`src/rtl/mod_sub_one_2c.sv`:
```
// Modular decrement of one residue digit: result = (A - bin) mod MODULUS.
// Two-stage valid/ready pipeline; an out-of-range digit flags range_err and sets err_sticky.
module mod_sub_one_2c #(
    parameter int DATA_WIDTH = 18,
    parameter int MODULUS    = 177147
) (
    input  logic                  clk,
    input  logic                  reset,
    input  logic                  in_valid,
    output logic                  in_ready,
    input  logic [DATA_WIDTH-1:0] A,
    input  logic                  bin,
    output logic                  out_valid,
    input  logic                  out_ready,
    output logic [DATA_WIDTH-1:0] result,
    output logic                  bout,
    output logic                  range_err,
    output logic                  err_sticky,
    input  logic                  err_clr
);

    // MODULUS may equal 2^DATA_WIDTH, so range compare needs one extra bit
    localparam logic [DATA_WIDTH:0]   MOD_EXT   = (DATA_WIDTH+1)'(MODULUS);
    localparam logic [DATA_WIDTH-1:0] M_MINUS_1 = DATA_WIDTH'(MODULUS - 1);

    typedef struct packed {
        logic [DATA_WIDTH-1:0] result;
        logic                  bout;
        logic                  range_err;
    } s2_t;

    function automatic s2_t wrap_digit(input logic rerr, input logic signed [DATA_WIDTH:0] diff);
        s2_t o;
        o.result    = '0;
        o.bout      = 1'b0;
        o.range_err = 1'b0;
        if (rerr) begin
            o.range_err = 1'b1;
        end else if (diff[DATA_WIDTH]) begin
            o.result = M_MINUS_1;
            o.bout   = 1'b1;
        end else begin
            o.result = diff[DATA_WIDTH-1:0];
        end
        return o;
    endfunction

    logic                         en;
    logic                         vld_p1;
    logic signed [DATA_WIDTH:0]   diff_p1;
    logic                         rerr_p1;
    logic                         vld_p2;
    s2_t                          s2_next;
    s2_t                          s2_p2;
    logic signed [DATA_WIDTH:0]   diff_in;
    logic                         rerr_in;

    assign en       = out_ready | ~vld_p2;
    assign in_ready = en;

    assign diff_in = $signed({1'b0, A}) - $signed({{DATA_WIDTH{1'b0}}, bin});
    assign rerr_in = ({1'b0, A} >= MOD_EXT);
    assign s2_next = wrap_digit(rerr_p1, diff_p1);

    // ---- stage 1: subtract and range test ----
    always_ff @(posedge clk) begin
        if (en) begin
            diff_p1 <= diff_in;
            rerr_p1 <= rerr_in;
        end
    end

    // ---- stage 2: modular wrap, output registers, sticky error ----
    always_ff @(posedge clk) begin
        if (reset) begin
            vld_p1     <= 1'b0;
            vld_p2     <= 1'b0;
            s2_p2      <= '0;
            err_sticky <= 1'b0;
        end else begin
            if (en) begin
                vld_p1 <= in_valid & in_ready;
                vld_p2 <= vld_p1;
                s2_p2  <= s2_next;
            end
            // a set on the same edge as err_clr wins
            if (en && vld_p1 && rerr_p1) begin
                err_sticky <= 1'b1;
            end else if (err_clr) begin
                err_sticky <= 1'b0;
            end
        end
    end

    assign out_valid = vld_p2;
    assign result    = s2_p2.result;
    assign bout      = s2_p2.bout;
    assign range_err = s2_p2.range_err;

endmodule
```
`config.mk`:
```
export PLATFORM = sky130hd
export DESIGN_NAME = mod_sub_one_2c
export DESIGN_NICKNAME = d
export VERILOG_FILES = /design/src/rtl/mod_sub_one_2c.sv
export SDC_FILE = /design/constraint.sdc
export NUM_CORES = 1
export LEC_CHECK = 0
export CORE_UTILIZATION = 37
export DETAILED_ROUTE_END_ITERATION = 8
export PLACE_DENSITY = 0.64
export SETUP_SLACK_MARGIN = 0.1
export SYNTH_ARGS = -nofsm -noshare
export SYNTH_HDL_FRONTEND = slang
export SYNTH_SLANG_ARGS = --single-unit
export TNS_END_PERCENT = 30
```
`constraint.sdc`:
```
create_clock -name clk -period 3.6 [get_ports clk]
set_input_delay 0.72 -clock clk [delete_from_list [all_inputs] [get_ports clk]]
set_output_delay 0.72 -clock clk [all_outputs]
set_load 0.005 [all_outputs]
```
==> results.toml <==
[run_status]
status = "finished clean"

[synth]
synth-seq-area-share_pct = 56.27
yosysUniqueCellTypes = 28
synth_top_area_share_pct = 31.85
syn_area_um2 = 1886
ys_top_cells_by_area = "edfxtp_1 32%, dfxtp_1 24%, nor2_1 7.4%, xor2_1 4.6%, nor3_1 4.5%"
ys_warn_count = 0
postSynthCellCount = 185
post_synth.cell_area_avg_um2 = 10.19
syn-num-nets = 211
synth_top_area_cell = "edfxtp_1"
ys_ff_latch = 43

[placed_design]
place.gp.congestion = 0.9024
io_buffers = 46
place_area_um2 = 2409
place_ws_ns = 0.9649
dp_hpwl_um = 2528

[power]
vdd_drop_max_v = 0.0001534
p_leak_nw = 0.9353
cellPowerDensity_nw_per_um2 = 405.5

[cts]
clock_path_buffers = 2
cts.sinks = 43
htree_num_levels = 2
numCtsBuffers = 5
insertion_delay_ns = 0.29
cts_hold_buf = 0
clkSlewWorstSetupHoldPaths_ns = 0.07
cts_tree = "yes"
clockRootBuffer = "clkbuf_8"
cts_resized = 0
cts_setup_buffers = 0

[cells_and_area]
mostFrequentLayoutCell = "clkdlybuf4s50_1"
design_area_um2 = 2500
fin_util_pct = 51.90
layout.nets = 257
num_antenna_cells = 0
area_growth_pct = 32.58
drive_gt1_share_pct = 9.052
layout_common_cells = "46 x clkdlybuf4s50_1, 37 x nor2_1, 23 x dfxtp_1, 20 x edfxtp_1, 17 x nor3_1"

[timing]
rsz0062_at_grt = "false"
max_freq_ghz = 0.3969
skew_ns = 0.009225
fin_crit_sh_pct = 69.99
whs_ns = 0.4486
setup_viol = 0
hold_viol = 0
tns_ns = 0
drv_slew = 0
fin_crit_ns = 2.520
relSlewSlack_pct = 46.38
tightest_slew_ns = 0.8018
setup_slack_ns = 1.080

[critical_path]
start_kind = "input pin"
cp_max_fo = 2
cp.required_ns = 2.88
critPathCaptureType = "primary output"
arrival_ns = 1.80
crit_type = "input pin to primary output"

[global_routing]
grt_overflow_total = 0
grt_usage_pct = 14.38
grt_pass1_vias = 1285
antenna_found_initial = 0
grt_pass1_wl_um = 5830
grt_max_degree = 37

[floorplanning]
start_util_pct = 39.14
die_y_um = 73.39
die-width_um = 73.39
design.die.area_um2 = 5385
rows = 25
pin_count = 47
coreArea_um2 = 4817

[detailed_routing]
wl_per_cell_um = 11.78
drt_iter0_drc = 55
route.detailed.drc = 0
vias = 1422
viasPerCell = 4.756
finalWirelength_um = 3521
drt_first_pass_iters = 4
ant_nets = 0

[worst_hold_path]
hp-class = "flip-flop to flip-flop"

[job]
cap_viol_max_count = 0
[layout make-up]
class | count | area (um^2)
fill | 462 | 2317
sequential | 43 | 1061
multi-input combinational | 127 | 765.7
timing repair buffer | 48 | 475.5
clock buffer | 7 | 86.33
tap | 67 | 83.83
inverter | 6 | 22.52
clock inverter | 1 | 5.005
[logic make-up (layout without fill, tap and decap cells)]
group | count (synthesis) | after routing | synth area share, %
AOI/OAI and AO/OA | 24 | 24 | 7.565
xor gates and xnor gates | 16 | 16 | 7.432
adders and majority gates | 2 | 2 | 1.327
buffers and inverters | 15 | 62 | 3.252
DFF | 43 | 43 | 56.27
and+or+nand+nor | 85 | 85 | 24.15
[stage by stage]
step	power, mW	std cells
6_report	1.014	299
5_1_grt	1.068	299
4_1_cts	1.028	299
3_5_place_dp	0.7254	291
3_3_place_gp	0.7234	291
2_1_floorplan	0.6384	185
[metal layers]
metal / up-vias / GRT usage [%] / wire length, um
met5: - / 0 / 0
met1: 644 / 18.57 / 1698
met4: 0 / 5.128 / 27
met3: 2 / 4.252 / 195
li1: 733 / - / -
met2: 43 / 22.94 / 1599
[report_power, final]
part / switching (mW) / leakage, nW / internal (mW)
Combinational: 0.0636 / 0.486 / 0.0806
Clock: 0.146 / 0.0482 / 0.155
Sequential: 0.0203 / 0.401 / 0.548
[cell usage after synthesis (all sizes together)]
cell type and instances:
a32oi 1, ha 2, clkbuf 5, a22oi 6
a21oi 16, inv 6, nor4b 1, nand3 2
nand2 11, o311ai 1, nor3 22, nor4 2
dfxtp 23, or3 1, edfxtp 20, nor2b 1
xor2 10, nor2 37, nor3b 4, xnor2 6
or2b 1, nand4 3, buf 4
[worst paths after layout]
path | startpoint | to | slack [ns] | depth (start not counted)
setup / recovery | out_ready | in_ready | 1.08 | 4
hold / removal | range_err | range_err | 0.45 | 2
hold reg to reg | range_err | range_err | 0.45 | 2
setup reg to reg | rerr_p1 | result[10] | 2.20 | 3
[critical path, cell delays in order]
cell and delay (ns):
clkdlybuf4s50_1 0.47, nor2b_2 0.05, inv_1 0.07, clkdlybuf4s50_1 0.49
[flip-flops by register name (all words and copies together) (netlist names)]
signal / cells
rerr_p1: 1
diff_p1: 19
out_valid: 1
range_err: 1
bout: 1
err_sticky: 1
result: 18
vld_p1: 1
Power figures use the tool's default switching activity.
